==> src/rtl/afifo_axi_wr_tx.sv <==
// afifo_axi_wr_tx
// Write-clock-domain transmitter feeding a 4-entry async FIFO toward the MIG
// domain. It accepts one AXI write burst at a time and serializes it into
// FIFO words: a command word, then awlen+1 data words. A posted B response is
// returned after the last data word has been pushed.
//
// Ports:
//   wclk, wrst_n             write clock, async active-low reset
//   awvalid/awready/awid/awaddr/awlen   AW channel
//   wvalid/wready/wdata/wstrb/wlast     W channel
//   bvalid/bready/bid/bresp             B channel (OKAY / SLVERR)
//   afifo_wen/afifo_wdata/afifo_wqfull  FIFO write side
//   burst_cnt                completed bursts, wraps
//
// Word layout:
//   cmd : [41]=1 [40]=0        [39:32]=awlen  [31:0]=awaddr
//   data: [41]=0 [40]=gen_last [39:36]=0 [35:32]=wstrb [31:0]=wdata
module afifo_axi_wr_tx #(
  parameter int AFIFODW = 42,
  parameter int IDW     = 4
) (
  input  logic               wclk,
  input  logic               wrst_n,
  input  logic               awvalid,
  output logic               awready,
  input  logic [IDW-1:0]     awid,
  input  logic [31:0]        awaddr,
  input  logic [7:0]         awlen,
  input  logic               wvalid,
  output logic               wready,
  input  logic [31:0]        wdata,
  input  logic [3:0]         wstrb,
  input  logic               wlast,
  output logic               bvalid,
  input  logic               bready,
  output logic [IDW-1:0]     bid,
  output logic [1:0]         bresp,
  output logic               afifo_wen,
  output logic [AFIFODW-1:0] afifo_wdata,
  input  logic               afifo_wqfull,
  output logic [15:0]        burst_cnt
);

  localparam logic [1:0] S_IDLE = 2'd0;
  localparam logic [1:0] S_CMD  = 2'd1;
  localparam logic [1:0] S_DATA = 2'd2;
  localparam logic [1:0] S_RESP = 2'd3;

  logic [1:0]     r_state;
  logic           r_awready;
  logic [IDW-1:0] r_id;
  logic [31:0]    r_addr;
  logic [7:0]     r_len;
  logic [7:0]     r_beat;
  logic           r_err;
  logic [15:0]    r_burst_cnt;

  logic w_gen_last;
  logic w_push_cmd;
  logic w_push_data;

  // The beat counter, not the master's wlast, decides where the burst ends.
  assign w_gen_last  = (r_beat == r_len);
  assign w_push_cmd  = (r_state == S_CMD) & ~afifo_wqfull;
  assign wready      = (r_state == S_DATA) & ~afifo_wqfull;
  assign w_push_data = wready & wvalid;

  // awready is registered so it reads 0 while reset is held and rises on the
  // first clock in IDLE (or directly on the B handshake edge).
  assign awready   = r_awready;
  assign bvalid    = (r_state == S_RESP);
  assign bid       = bvalid ? r_id : '0;
  assign bresp     = {bvalid & r_err, 1'b0};
  assign burst_cnt = r_burst_cnt;
  assign afifo_wen = w_push_cmd | w_push_data;

  always_comb begin
    afifo_wdata = '0;
    case (r_state)
      S_CMD:   afifo_wdata = {1'b1, 1'b0, r_len, r_addr};
      S_DATA:  afifo_wdata = {1'b0, w_gen_last, 4'b0000, wstrb, wdata};
      default: afifo_wdata = '0;
    endcase
  end

  always_ff @(posedge wclk or negedge wrst_n) begin
    if (!wrst_n) begin
      r_state     <= S_IDLE;
      r_awready   <= 1'b0;
      r_id        <= '0;
      r_addr      <= '0;
      r_len       <= '0;
      r_beat      <= '0;
      r_err       <= 1'b0;
      r_burst_cnt <= '0;
    end else begin
      case (r_state)
        S_IDLE: begin
          if (!r_awready) begin
            r_awready <= 1'b1;
          end else if (awvalid) begin
            r_id      <= awid;
            r_addr    <= awaddr;
            r_len     <= awlen;
            r_beat    <= '0;
            r_err     <= 1'b0;
            r_awready <= 1'b0;
            r_state   <= S_CMD;
          end
        end
        S_CMD: begin
          if (!afifo_wqfull) r_state <= S_DATA;
        end
        S_DATA: begin
          if (w_push_data) begin
            // Wraps to 0 only on the awlen=255 final beat, as we leave DATA.
            r_beat <= r_beat + 8'd1;
            if (wlast != w_gen_last) r_err <= 1'b1;
            if (w_gen_last) r_state <= S_RESP;
          end
        end
        S_RESP: begin
          if (bready) begin
            r_state     <= S_IDLE;
            r_awready   <= 1'b1;
            r_burst_cnt <= r_burst_cnt + 16'd1;
          end
        end
        default: r_state <= S_IDLE;
      endcase
    end
  end

endmodule

==> config.mk <==
export PLATFORM = sky130hd
export DESIGN_NAME = afifo_axi_wr_tx
export DESIGN_NICKNAME = d
export VERILOG_FILES = /design/src/rtl/afifo_axi_wr_tx.sv
export SDC_FILE = /design/constraint.sdc
export NUM_CORES = 1
export LEC_CHECK = 0
export ABC_AREA = 1
export CORE_MARGIN = 8
export CORE_UTILIZATION = 44
export DETAILED_ROUTE_END_ITERATION = 16
export GPL_ROUTABILITY_DRIVEN = 0
export GPL_TIMING_DRIVEN = 0
export HOLD_SLACK_MARGIN = 0.06
export PLACE_DENSITY_LB_ADDON = 0.08
export SLEW_MARGIN = 20
export SYNTH_ARGS = -nofsm -noshare
export SYNTH_HDL_FRONTEND = slang
export SYNTH_SLANG_ARGS = --single-unit
==> constraint.sdc <==
create_clock -name wclk -period 2.3 [get_ports wclk]
set_clock_uncertainty 0.2 [all_clocks]
set_input_delay 0.23 -clock wclk [delete_from_list [all_inputs] [get_ports wclk]]
set_output_delay 0.23 -clock wclk [all_outputs]
set_load 0.01 [all_outputs]
# --- Word level (Yosys, flattened, before mapping) ---
# Index checks and enable logic that the tools add are counted.
word_totals:
  reg_bits: 72
  elab_cells: 59
  input_bits: 87
  out_inout_bits: 68
classes:
  bitwise: 6
  n_reduce_logical: 9
  mux: 22
  n_eq_ne: 12
  add_sub_neg: 2
ops:
  columns: ["cell", "count"]
  rows:
  - ["$pmux W42 S2", 1]
  - ["$mux W8", 3]
  - ["$add A16 B1 Y16 const B", 1]
  - ["$pmux W8 S2", 1]
  - ["$mux W2", 6]
  - ["$ne A2 B2 Y1 const B", 5]
  - ["$add A8 B1 Y8 const B", 1]
  - ["$eq A8 B8 Y1", 1]
  - ["$pmux W2 S4", 1]
  - ["$mux W1", 7]
  - ["$reduce_and A6 Y1", 1]
  - ["$reduce_and A5 Y1", 1]
  - ["$and A1 B1 Y1", 4]
  - ["$eq A2 B2 Y1 const B", 2]
  - ["$mux W4", 1]
  - ["$ne A2 B1 Y1 const B", 2]
  - ["$pmux W1 S2", 2]
  - ["$reduce_and A2 Y1", 2]
  - ["$reduce_and A4 Y1", 1]
  - ["$reduce_bool A2 Y1", 2]
  - ["$reduce_and A3 Y1", 1]
  - ["$eq A2 B1 Y1 const B", 1]
  - ["$logic_not A2 Y1", 1]
  - ["$ne A1 B1 Y1", 1]
  - ["other kinds (2)", 2]

# --- Depth between registers and ports, before layout ---
logic_depth:
  ltp_word: 5
  ltp_mapped: 11
  depth_no_buf: 11

# --- Least setup slack after synthesis ---
# No wires, ideal clock.
synth_path:
  kind: "reg2out"
  from: "register r_state[0]"
  to: "output afifo_wdata[15]"
  path_stages_with_launch: 7
  arrival_time_ns: 1.498
  setup_slack_ns: 0.372
  required_ns: 1.870
  cell_sequence: "dfrtp_1 > inv_1 > ha_1 > clkbuf_1 > clkbuf_1 > nand2_1 > a21oi_1"
synth_via:
  elab_chain_len: 2
  word_cells_on_any_way: 3
  classes_between: "eq/ne (2); mux (1)"
synth_rtl:
  columns: ["item", "line", "rtl"]
  rows:
  - ["start: declaration", "49", "logic [1:0] r_state;"]
  - ["start signal: assignment", "88", "r_state <= S_IDLE;"]
  - ["start signal: assignment", "108", "r_state <= S_CMD;"]
  - ["start signal: assignment", "112", "if (!afifo_wqfull) r_state <= S_DATA;"]
  - ["$eq A2 B2 Y1 / $eq A2 B1 Y1 (equally long branches)", "79", "case (r_state)"]
  - ["$pmux W42 S2 (*)", "79", null]
  - ["end: declaration", "39", "output logic [AFIFODW-1:0] afifo_wdata,"]
# Every way passes the cells marked *; elsewhere a longest branch is shown, timed or not.

# --- Worst setup path after layout ---
layout_path:
  from: "register r_state[0]"
  to: "output afifo_wdata[0]"
# The elaborated chain is that of the path after synthesis.

==> flow_summary.ini <==
[floorplan]
dieArea_mm2 = 0.0120
rows = 34
coreArea_mm2 = 0.00859
ios = 155
die_w_um = 109
start_util_pct = 44.7
dieHeight_um = 109

[cts]
clk_pin_slew_ps = 90
clock_sinks = 72
htree_num_levels = 3
clock_latency_ps = 350
cts_buffer_depth = 2
cts_buffers = 9
cts_tree = yes
root_buffer = clkbuf_8

[worst_setup_path]
crit_chain = inv_4, ha_4, clkinv_4, buf_4, a21oi_1, clkdlybuf4s15_2
ff2ff_setup_slack_ps = 190
crit_slowest_cell = dfrtp_2
cpPeakStageDelay_ps = 420
cp_data_arrival_time_ps = 1800
r2r-end = r_addr[25]
crit_path_max_fanout = 10
r2r_cells = 9
crit_required_ps = 1870
start_kind = flip-flop
critPathKind = flip-flop to output port
worstReg2RegStart = r_state[0]
end_kind = output port

[route]
wirelength_um = 11500
drc = 0
drtIter0Drc = 145
num_vias = 3767
vias_per_cell = 4.71
antenna_left = 0
dr.pass1.iters = 4
wire_per_inst_um = 14.3

[timing]
rsz0062_at_grt = true
fin_setup_tns_ps = 0
whs_ps = 177
drv_slew = 0
hold_viol_final = 0
final.min_clock_period_ps = 2230
slew_headroom_pct = 65.4
fin_crit_sh_pct = 96.9
setup_viol = 0
worst_pin_slew_ps = 519
max_freq_ghz = 0.449

[finish]
final_nets = 781
layout.cells.non_filler = 800
syn2layout_area_growth_pct = 51.8
utilization_pct = 67.9
stdcell_area_mm2 = 0.00583
drive_above_1_share_pct = 15.8
fillCellCount = 787
n_antenna_cell = 0

[yosys]
syn_inst = 516
syn_area_mm2 = 0.00384
ys_top_cells_by_area = dfrtp_1 (47%), nand2_1 (24%), a21oi_1 (4.8%)
syn_area_per_cell_um2 = 7.44
synthesis.nets = 610
synth_top_cell_by_area = dfrtp_1
ys_seq_area_share_pct = 46.9
yosys.cell_types.count = 34
synth-seq-cells = 72
yosys_warnings = 0
synth_top_cell_area_share_pct = 46.9

[status]
status = finished, final reports clean

[min_path]
min_path_type = input pin to async pin

[global_routing]
antenna_found_initial = 0
grt_util_all_layers_pct = 19.8
grt_max_degree = 38
grt_pass1_wl_um = 18900
gr-total-overflow = 0
grt_pass1_vias = 3911

[place]
portBuffers = 153
place_inst = 778
dpl_cell_area_mm2 = 0.00552
dp_hpwl_um = 8830

[pwr]
p_leak_nw = 2.87
power_density_mw_per_mm2 = 1090
vdd_drop_max_v = 0.000646

[run]
cap_violations = 0
where the power goes:
part	switching, W	leakage (nW)	internal [W]
Clock	0.000504	0.101	0.000610
Combinational	0.00187	1.84	0.00139
Sequential	0.000293	0.923	0.00171
Total	0.00267	2.87	0.00371
cell usage after synthesis:
library cell / count
clkinv_2: 1
o21ai_1: 9
o21ai_0: 11
buf_4: 1
nor3_2: 2
clkinv_1: 1
nand2_1: 244
inv_2: 7
nor2_4: 3
nand3b_4: 1
nand3_1: 14
conb_1: 1
buf_6: 1
nand2_2: 4
nor2_2: 1
buf_1: 2
a21oi_1: 37
clkbuf_1: 17
nand4_1: 1
o31ai_1: 1
nor2_1: 18
dfrtp_1: 72
ha_1: 7
a211oi_1: 1
nor3_1: 1
xnor2_1: 9
inv_1: 31
o22ai_1: 1
nor3_4: 1
nor3b_1: 1
xor2_1: 9
buf_2: 2
nand3b_1: 2
nand2_4: 2
final cells by class:
| type | count | area [µm²] | share of cell area [%] |
|---|---|---|---|
| Clock inverter | 7 | 96.3 | 1.65 |
| Timing Repair Buffer | 161 | 1480 | 25.4 |
| Buffer | 22 | 179 | 3.07 |
| Clock buffer | 9 | 124 | 2.12 |
| Tap cell | 108 | 135 | 2.32 |
| Sequential cell | 72 | 1800 | 30.9 |
| Multi-Input combinational cell | 381 | 1860 | 31.8 |
| Inverter | 40 | 159 | 2.73 |
cells in the final DEF, fill, tap and decap left out, types with 3 or more instances in the layout:
master and count:
inv_2 8, ha_1 3, nor3_2 3, a21oi_2 5
inv_1 29, clkdlybuf4s50_1 104, dfrtp_1 71, ha_4 3
clkbuf_8 12, clkbuf_2 19, nand2_2 5, o21ai_1 9
clkdlybuf4s15_2 8, a21oi_1 32, dlygate4sd2_1 12, clkdlybuf4s15_1 4
clkbuf_1 6, xor2_1 9, nor2_1 17, o21ai_0 11
buf_2 7, buf_8 3, clkinvlp_4 3, buf_4 11
nor2_4 3, nand3_1 14, nand2_1 243, xnor2_1 9
cells by family (layout without fill, tap and decap cells):
| logic type | after synthesis | after routing | synth area share (%) |
|---|---|---|---|
| AO/OA/AOI/OAI | 60 | 60 | 7.98 |
| XOR/XNOR | 18 | 18 | 4.11 |
| adder cells (fa/ha/maj) | 7 | 7 | 2.28 |
| buffers and inverters | 63 | 239 | 6.55 |
| flip-flops | 72 | 72 | 46.9 |
| other | 1 | 1 | 0.0977 |
| AND/OR/NAND/NOR | 295 | 295 | 32.1 |
routing by layer:
metal	track usage [%]	vias to the layer above	wire length, µm
li1	-	1930	-
met1	23.2	1715	4650
met2	33.2	110	5570
met3	7.62	12	1130
met4	5.21	0	125
met5	0	-	0
critical path: cells and delay by family, from the launching register on:
| family | cells | cell delay, ps |
|---|---|---|
| buffers and inverters | 4 | 590 |
| flip-flops | 1 | 420 |
| adder cells (fa/ha/maj) | 1 | 300 |
| AO/OA/AOI/OAI | 1 | 140 |
registers in the layout (all words and copies together), names as in the netlist:
signal,count
r_addr,32
burst_cnt,16
r_beat,8
r_len,8
r_id,4
r_state,2
awready,1
r_err,1
how the worst max path moves through the flow:
| stage | slack, ps | from | endpoint |
|---|---|---|---|
| floorplan | 370 | r_state[0] | afifo_wdata[15] |
| global placement | -1800 | wrst_n | r_addr[10] |
| detailed placement | -570 | r_state[1] | afifo_wdata[13] |
| CTS | -30 | r_state[0] | afifo_wdata[13] |
| global route | 1 | r_state[0] | afifo_wdata[30] |
| finish | 70 | r_state[0] | afifo_wdata[0] |
timing repair:
action | 4_1_cts | 5_1_grt
hold endpoints to repair | 43 | 0
hold buffers | 1 | 0
pin swaps | 1 | 2
setup endpoints to repair | 42 | 38
buffers inserted | 2 | 4
gates resized for setup | 128 | 50
metrics by stage:
stage / worst slack [ps] / total power [W]
floorplan: 372 / 0.00370
global placement: -1800 / 0.00504
detailed placement: -572 / 0.00513
CTS: -27.3 / 0.00637
global route: 0.961 / 0.00692
finish: 70.8 / 0.00638
(Power assumes the default switching activity.)
